[config.mk]
export PLATFORM = sky130hd
export DESIGN_NAME = arch_reg_file_flat
export DESIGN_NICKNAME = d
export VERILOG_FILES = /design/src/rtl/arch_reg_file_if.sv /design/src/rtl/arch_reg_file.sv /design/src/flat_wrapper.sv
export SDC_FILE = /design/constraint.sdc
export NUM_CORES = 2
export LEC_CHECK = 0
export BUFFER_PORTS_ARGS = -buffer_cell sky130_fd_sc_hd__buf_4
export CORE_ASPECT_RATIO = 0.5
export CORE_MARGIN = 5
export CORE_UTILIZATION = 35
export CTS_CLUSTER_DIAMETER = 50
export DETAILED_ROUTE_END_ITERATION = 6
export GPL_ROUTABILITY_DRIVEN = 1
export PLACE_DENSITY_LB_ADDON = 0.08
export SKIP_CTS_REPAIR_TIMING = 1
export SLEW_MARGIN = 40
export SYNTH_ARGS = -nofsm -noshare
export SYNTH_HDL_FRONTEND = slang
export SYNTH_SLANG_ARGS = --single-unit
[constraint.sdc]
create_clock -name clk -period 9 [get_ports clk]
set_input_delay 2.25 -clock clk [delete_from_list [all_inputs] [get_ports clk]]
set_output_delay 2.25 -clock clk [all_outputs]
set_load 0.05 [all_outputs]
[src/rtl/arch_reg_file_if.sv]
// Dispatch / ROB side bundle for arch_reg_file.
// master: the dispatch and ROB logic driving source lookups, issue and commit.
// slave : the architectural register file itself.
interface arch_reg_file_if #(
  parameter int unsigned REG_WIDTH  = 5,
  parameter int unsigned ROB_WIDTH  = 4,
  parameter int unsigned DATA_WIDTH = 32
);

  // Two source-operand lookups
  logic [REG_WIDTH-1:0]  read_num  [1:0];
  logic                  read_busy [1:0];
  logic [ROB_WIDTH-1:0]  read_tag  [1:0];
  logic [DATA_WIDTH-1:0] read_data [1:0];

  // Destination rename at issue
  logic                  issue;
  logic                  issue_dst_en;
  logic [REG_WIDTH-1:0]  issue_dst_num;
  logic [ROB_WIDTH-1:0]  issue_tag;

  // Retirement handshake with the ROB head
  logic                  commit_valid;
  logic                  commit_ready;
  logic                  commit_stall;
  logic [REG_WIDTH-1:0]  commit_arch_num;
  logic [ROB_WIDTH-1:0]  commit_tag;
  logic [DATA_WIDTH-1:0] commit_data;

  modport master (
    output read_num,
    input  read_busy, read_tag, read_data,
    output issue, issue_dst_en, issue_dst_num, issue_tag,
    input  commit_valid,
    output commit_ready, commit_stall, commit_arch_num, commit_tag, commit_data
  );

  modport slave (
    input  read_num,
    output read_busy, read_tag, read_data,
    input  issue, issue_dst_en, issue_dst_num, issue_tag,
    output commit_valid,
    input  commit_ready, commit_stall, commit_arch_num, commit_tag, commit_data
  );

endinterface

[src/rtl/arch_reg_file.sv]
// Architectural register file with rename status (busy + ROB tag per register).
// Commits from the ROB head write architectural data and clear busy when the
// committing tag is still the newest producer. Issue marks destinations busy.
// Optional feature: define ARF_COMMIT_BYPASS_EN to forward a completing
// commit onto the read ports in the same cycle.
module arch_reg_file #(
  parameter int unsigned REG_WIDTH  = 5,
  parameter int unsigned ROB_WIDTH  = 4,
  parameter int unsigned DATA_WIDTH = 32
) (
  input  logic                 clk,
  input  logic                 reset_n,
  arch_reg_file_if.slave       bus,
  input  logic                 flush,
  output logic [31:0]          commit_count
);

  localparam int unsigned NUM_REGS = 1 << REG_WIDTH;

  logic [DATA_WIDTH-1:0] regs_q [NUM_REGS];
  logic [ROB_WIDTH-1:0]  tag_q  [NUM_REGS];
  logic [ROB_WIDTH-1:0]  tag_d  [NUM_REGS];
  logic [NUM_REGS-1:0]   busy_q;
  logic [NUM_REGS-1:0]   busy_d;

  logic commit_fire;
  logic commit_wr;
  logic issue_fire;

  // Handshake decode: commit completes when not stalled and the head is done
  always_comb begin
    bus.commit_valid = !bus.commit_stall;
    commit_fire      = bus.commit_valid && bus.commit_ready;
    commit_wr        = commit_fire && (bus.commit_arch_num != '0);
    issue_fire       = bus.issue && bus.issue_dst_en &&
                       (bus.issue_dst_num != '0) && !flush;
  end

  // Rename status next state: flush clears busy, issue overrides a same-register commit
  always_comb begin
    busy_d = busy_q;
    tag_d  = tag_q;
    if (flush) begin
      busy_d = '0;
    end else begin
      if (commit_fire && busy_q[bus.commit_arch_num] &&
          (tag_q[bus.commit_arch_num] == bus.commit_tag)) begin
        busy_d[bus.commit_arch_num] = 1'b0;
      end
      if (issue_fire) begin
        busy_d[bus.issue_dst_num] = 1'b1;
        tag_d[bus.issue_dst_num]  = bus.issue_tag;
      end
    end
  end

  // Rename status registers
  always_ff @(posedge clk or negedge reset_n) begin
    if (!reset_n) begin
      busy_q <= '0;
      tag_q  <= '{default: '0};
    end else begin
      busy_q <= busy_d;
      tag_q  <= tag_d;
    end
  end

  // Architectural data: written by every completing commit (including in a flush cycle)
  always_ff @(posedge clk or negedge reset_n) begin
    if (!reset_n) begin
      regs_q <= '{default: '0};
    end else if (commit_wr) begin
      regs_q[bus.commit_arch_num] <= bus.commit_data;
    end
  end

  // Retired-instruction counter, wraps naturally at 2^32
  always_ff @(posedge clk or negedge reset_n) begin
    if (!reset_n) begin
      commit_count <= '0;
    end else if (commit_fire) begin
      commit_count <= commit_count + 32'd1;
    end
  end

  // One source lookup; register 0 reads as idle zero
  function automatic void lookup(
    input  logic [REG_WIDTH-1:0]  num,
    output logic                  busy,
    output logic [ROB_WIDTH-1:0]  tag,
    output logic [DATA_WIDTH-1:0] data
  );
    busy = busy_q[num];
    tag  = tag_q[num];
    data = regs_q[num];
    if (num == '0) begin
      busy = 1'b0;
      data = '0;
    end
`ifdef ARF_COMMIT_BYPASS_EN
    // Forward the completing commit; busy only drops if no same-register issue re-claims it
    if (commit_wr && (num == bus.commit_arch_num)) begin
      data = bus.commit_data;
      if ((tag_q[num] == bus.commit_tag) &&
          !(issue_fire && (bus.issue_dst_num == num))) begin
        busy = 1'b0;
      end
    end
`endif
  endfunction

  // Source-operand read ports
  always_comb begin
    bus.read_busy[0] = 1'b0;
    bus.read_tag[0]  = '0;
    bus.read_data[0] = '0;
    bus.read_busy[1] = 1'b0;
    bus.read_tag[1]  = '0;
    bus.read_data[1] = '0;
    lookup(bus.read_num[0], bus.read_busy[0], bus.read_tag[0], bus.read_data[0]);
    lookup(bus.read_num[1], bus.read_busy[1], bus.read_tag[1], bus.read_data[1]);
  end

endmodule

[src/flat_wrapper.sv]
// flat-port wrapper written by rule: the top's interface ports become plain ports
module arch_reg_file_flat 
#(
  parameter int unsigned REG_WIDTH  = 5,
  parameter int unsigned ROB_WIDTH  = 4,
  parameter int unsigned DATA_WIDTH = 32
)
  (clk, reset_n, flush, commit_count, bus_read_num, bus_read_busy, bus_read_tag, bus_read_data, bus_issue, bus_issue_dst_en, bus_issue_dst_num, bus_issue_tag, bus_commit_valid, bus_commit_ready, bus_commit_stall, bus_commit_arch_num, bus_commit_tag, bus_commit_data);
  arch_reg_file_if #(.REG_WIDTH(REG_WIDTH), .ROB_WIDTH(ROB_WIDTH), .DATA_WIDTH(DATA_WIDTH)) bus_i ();
  input  logic clk;
  input  logic reset_n;
  input  logic flush;
  output logic [31:0] commit_count;
  input wire logic [$bits(bus_i.read_num)-1:0] bus_read_num;
  output wire logic [$bits(bus_i.read_busy)-1:0] bus_read_busy;
  output wire logic [$bits(bus_i.read_tag)-1:0] bus_read_tag;
  output wire logic [$bits(bus_i.read_data)-1:0] bus_read_data;
  input wire logic [$bits(bus_i.issue)-1:0] bus_issue;
  input wire logic [$bits(bus_i.issue_dst_en)-1:0] bus_issue_dst_en;
  input wire logic [$bits(bus_i.issue_dst_num)-1:0] bus_issue_dst_num;
  input wire logic [$bits(bus_i.issue_tag)-1:0] bus_issue_tag;
  output wire logic [$bits(bus_i.commit_valid)-1:0] bus_commit_valid;
  input wire logic [$bits(bus_i.commit_ready)-1:0] bus_commit_ready;
  input wire logic [$bits(bus_i.commit_stall)-1:0] bus_commit_stall;
  input wire logic [$bits(bus_i.commit_arch_num)-1:0] bus_commit_arch_num;
  input wire logic [$bits(bus_i.commit_tag)-1:0] bus_commit_tag;
  input wire logic [$bits(bus_i.commit_data)-1:0] bus_commit_data;
  assign bus_i.read_num = {>>{bus_read_num}};
  assign bus_read_busy = {>>{bus_i.read_busy}};
  assign bus_read_tag = {>>{bus_i.read_tag}};
  assign bus_read_data = {>>{bus_i.read_data}};
  assign bus_i.issue = bus_issue;
  assign bus_i.issue_dst_en = bus_issue_dst_en;
  assign bus_i.issue_dst_num = bus_issue_dst_num;
  assign bus_i.issue_tag = bus_issue_tag;
  assign bus_commit_valid = bus_i.commit_valid;
  assign bus_i.commit_ready = bus_commit_ready;
  assign bus_i.commit_stall = bus_commit_stall;
  assign bus_i.commit_arch_num = bus_commit_arch_num;
  assign bus_i.commit_tag = bus_commit_tag;
  assign bus_i.commit_data = bus_commit_data;
  arch_reg_file #(.REG_WIDTH(REG_WIDTH), .ROB_WIDTH(ROB_WIDTH), .DATA_WIDTH(DATA_WIDTH)) u_core (.clk(clk), .reset_n(reset_n), .bus(bus_i), .flush(flush), .commit_count(commit_count));
endmodule
==> results.txt <==
Of all nets on the critical path, the largest fanout is 44. The number of cells in the design after placement came out at 6472. The H-tree depth came out at 4. The number of vias in the routed layout came out at 39900. The net count after synthesis came out at between 4000 and 5000. The global routing usage summed across all routing layers is 0.229. The number of synthesis warnings came out at 0. After synthesis, the netlist uses 58 different library cells.

The number of nets with antenna violations after routing is 0. The internal power of the cells totals 11100 uW. Setup repair after global routing left no endpoint under its margin. The routed design has about 220 mm of wire. The row count came out at 112. The critical path startpoint category is a primary input.

The depth of the worst register-to-register path is 7. The number of buffers between clock root and the deepest sink is 4. The aggregate global routing overflow came out at 0. Once routing completed, OpenROAD measured the worst setup slack at 1.57 ns.

For this run, asynchronously set or reset flops after synthesis account for 1.00. The final-report hold violation count came to 0. The total negative setup slack came out at 0 ns. The cell count after synthesis came out at 4129. The worst clock skew came out at 0.0356 ns. The share of total power in sequential cells is 0.431. For hold timing, the worst endpoint is u_core.regs_q[1010]$_DFFE_PN0P_. The clock network fraction of design power is 0.390. The flow ran to the end, and the final reports show no timing, DRC or antenna violations. Of the total synthesized cell area, the portion taken by XOR and XNOR cells is 0.00497.

The simple-gate share of the synthesized area came out at 0.0239. After the last flow step, the layout net total stands at 4184. STA classifies the critical path endpoint as a primary output.

The number of buffers created by CTS is 148. The number of violations of the max-capacitance limit is 0. The flop and latch count out of synthesis came out at 1216. For the worst setup path, the data required time is 6.75 ns. In the final layout, the share of cells above drive strength 1 is 0.578. The sum of net half-perimeters after detailed placement came out at between 100 and 150 mm.

The multiplexer share of the synthesized area came out at 0.468. The area overhead of the layout relative to synthesis is 13.9%. The first global-routing pass estimated 327 mm of wire.

The adder-cell share of the synthesized area is 0.000191. The number of buffers inserted by port buffering came out at 173. The worst hold path belongs to the class reg -> reg. The starting density of the core came out at 0.352. The endpoint identified for the worst register-to-register timing path is u_core.busy_q[10]$_DFF_PN0_. Counting flops with a built-in enable in the synthesized netlist gives 0. In the synthesized netlist the dominant register cell turns out to be dfrtp_1. The pre-CTS setup slack came out at about 1.4 ns. The area of the die is 0.197 sq mm. The finished cells cover 0.0748 sq mm.

The first-pass detailed-route iteration total is 5. The final count of pins violating max slew was 0. Entering global routing, the biggest net connects 131 pins. Clock latency on the worst-skew pair, taken at its later pin, is 0.78 ns. The share of the Yosys chip area taken by registers is 0.463. The routed via count divided by cell count came out at 5.94. The weighted congestion reported at the end of routability-driven placement came out at 0.795. The maximum ir drop on the vdd rail is between 0.1 and 0.15 mV. The via count of the first global-routing pass came out at 42800.

Of the total power, combinational logic draws 0.179. The placement-stage cell area is around 0.07 sq mm. The clock slew seen by the registers of the worst setup and hold paths is 0.06 ns. TritonCTS built the clock tree. The fraction of the mapped netlist area in compound gates came out at 0.0110. In the final layout, the multi-input gates occupy 0.0338 sq mm. Setup violations remaining at the end of the flow were counted as 0. The wire length per cell after detailed routing is approximately 33 um. The final clock period utilization by the worst path came out at 0.826.

The cell sitting at the root of the clock tree is a clkbuf_16. The floorplan step defined a core boundary enclosing 0.187 sq mm. Averaged over all synthesized cells, the footprint is 15.9 sq um. By area, the combinational part of the netlist is dominated by multiplexers. The number of non-filler instances in the completed layout came out at 6727.

The relative slew slack is 0.386. The net load switching power came out at 4230 uW. The maximum clock frequency is 135 MHz. The die height is 316 um. The worst setup path is of the in -> out kind.

The die boundary width is around 620 um. The I/O pin count is 174. The cell leakage power came out at 0.0330 uW. The worst register-to-register path begins at u_core.tag_q[19]$_DFFE_PN0P_. The initial detailed-routing violation count came out at approximately 3200. For flop-to-flop paths, the worst setup slack is 6.06 ns.

The clock sink total came out at between 1000 and 1500. The combined area of all synthesized cells is 0.0657 sq mm. The endpoint arrival time on the critical path came out at 5.18 ns. Of the total power, the share spent switching nets is 0.276.

The power per unit of standard cell area is 205 mW/mm^2. The number of antenna violations at the first check in global routing came out at 5. The actual slew at the worst max-slew pin came out at 0.918 ns. The count of unresolved DRC violations after routing is 0. After layout, the minimum clock period comes to 7.43 ns. Along the worst hold path, the cell count comes to 0.

In this run the most critical hold path is launched from u_core.regs_q[1010]$_DFFE_PN0P_. Counting the fill cells in the layout gives 17000. The sequential standard cell area came out at 0.0304 sq mm.
## power by group through the flow
stage               clock network (uW)  logic [uW]  registers, uW
detailed placement                   0        2770           6670
CTS                               6160        2780           6570
floorplan                            0        1970           6540
global placement                     0        2720           6630
finish                            5970        2740           6590
global route                      6370        2930           6670
## worst max-delay path by stage
stage	endpoint	cells past startpoint	from
after global placement	bus_read_data[29]	7	bus_read_num[0]
after CTS	bus_read_data[29]	7	bus_read_num[0]
after floorplan	bus_read_data[22]	7	bus_read_num[0]
final	bus_read_data[29]	8	bus_read_num[0]
after detailed placement	bus_read_data[29]	7	bus_read_num[0]
after global routing	bus_read_data[29]	8	bus_read_num[0]
## through the flow
step	total power [uW]	utilization	hold slack (ns)
6_report	15300	0.401	0.391
5_1_grt	16000	0.401	0.410
4_1_cts	15500	0.401	0.397
3_5_place_dp	9450	0.375	0.384
3_3_place_gp	9350	0.374	0.376
2_1_floorplan	8510	-	0.441
## cell families after synthesis
logic type / after synthesis
compound gates: 96
xor+xnor: 33
fa+ha+maj: 1
buf+inv: 457
flops: 1216
mux: 2002
simple gates: 324
## registers in the layout (all words and copies together) (netlist names)
register,count
u_core.busy_q,32
u_core.tag_q,128
u_core.commit_count,32
u_core.regs_q,1024
## final cells by class
| class | instances | area share |
|---|---|---|
| antenna | 1 | 0.0000334 |
| clock buffer | 213 | 0.0577 |
| clock inverter | 39 | 0.00532 |
| inverter | 8 | 0.000401 |
| multi-input combinational | 2456 | 0.451 |
| sequential | 1216 | 0.407 |
| tap | 2508 | 0.0419 |
| timing repair buffer | 286 | 0.0365 |
## cells in the final DEF (no fill, tap or decap), types with 8 or more instances in the layout
cell type  count
nor2_1       123
clkbuf_8      28
mux2i_1      134
a21oi_1       15
buf_12        27
clkbuf_16    153
nand3_1       10
dfrtp_1     1216
nand2_8        8
and3_1        11
xor2_1        12
o22ai_1       23
inv_1          8
buf_4        231
mux2_2      1121
clkinv_2      18
a311oi_1      18
nand2_1       58
nor2_4         9
xnor2_1       19
a211oi_1      15
mux4_2       745
nor3_1        16
clkbuf_1      34
buf_6         13
nor2_2         8
nand2_4       15
nand2b_1       9
## Yosys cell counts (all sizes together) (5+ instances only)
library cell	count	share of area
a211oi	15	0.0017
a21oi	15	0.0011
a311oi	18	0.0024
a31oi	5	0.00048
and3	11	0.0010
buf	178	0.012
clkbuf	271	0.015
dfrtp	1216	0.46
inv	8	0.00046
mux2	1121	0.19
mux2i	136	0.021
mux4	745	0.26
nand2	82	0.0047
nand2b	9	0.00086
nand3	11	0.00084
nand4	6	0.00057
nor2	140	0.0080
nor2b	5	0.00048
nor3	20	0.0015
nor4	6	0.0015
o22ai	23	0.0022
o32ai	6	0.00080
or2	5	0.00048
xnor2	19	0.0025
xor2	14	0.0024
## layer usage
| layer | vias up | GRT usage | part of all wire | wire (um) |
|---|---|---|---|---|
| met2 | 1100 | 0.367 | 0.47 | 106000 |
| met4 | 0 | 0.0512 | 0.021 | 4830 |
| met5 | - | 0 | 0 | 0 |
| met3 | 274 | 0.0361 | 0.049 | 11000 |
| met1 | 22500 | 0.330 | 0.46 | 103000 |
| li1 | 16100 | - | - | - |
## critical path, cell delays in order
cell	delay (ns)
buf_8	0.23
buf_16	0.30
buf_12	0.38
mux4_2	0.55
mux4_2	0.51
mux2i_1	0.39
nor2_1	0.19
buf_4	0.27
No activity file was read; power rests on OpenSTA's default activity.
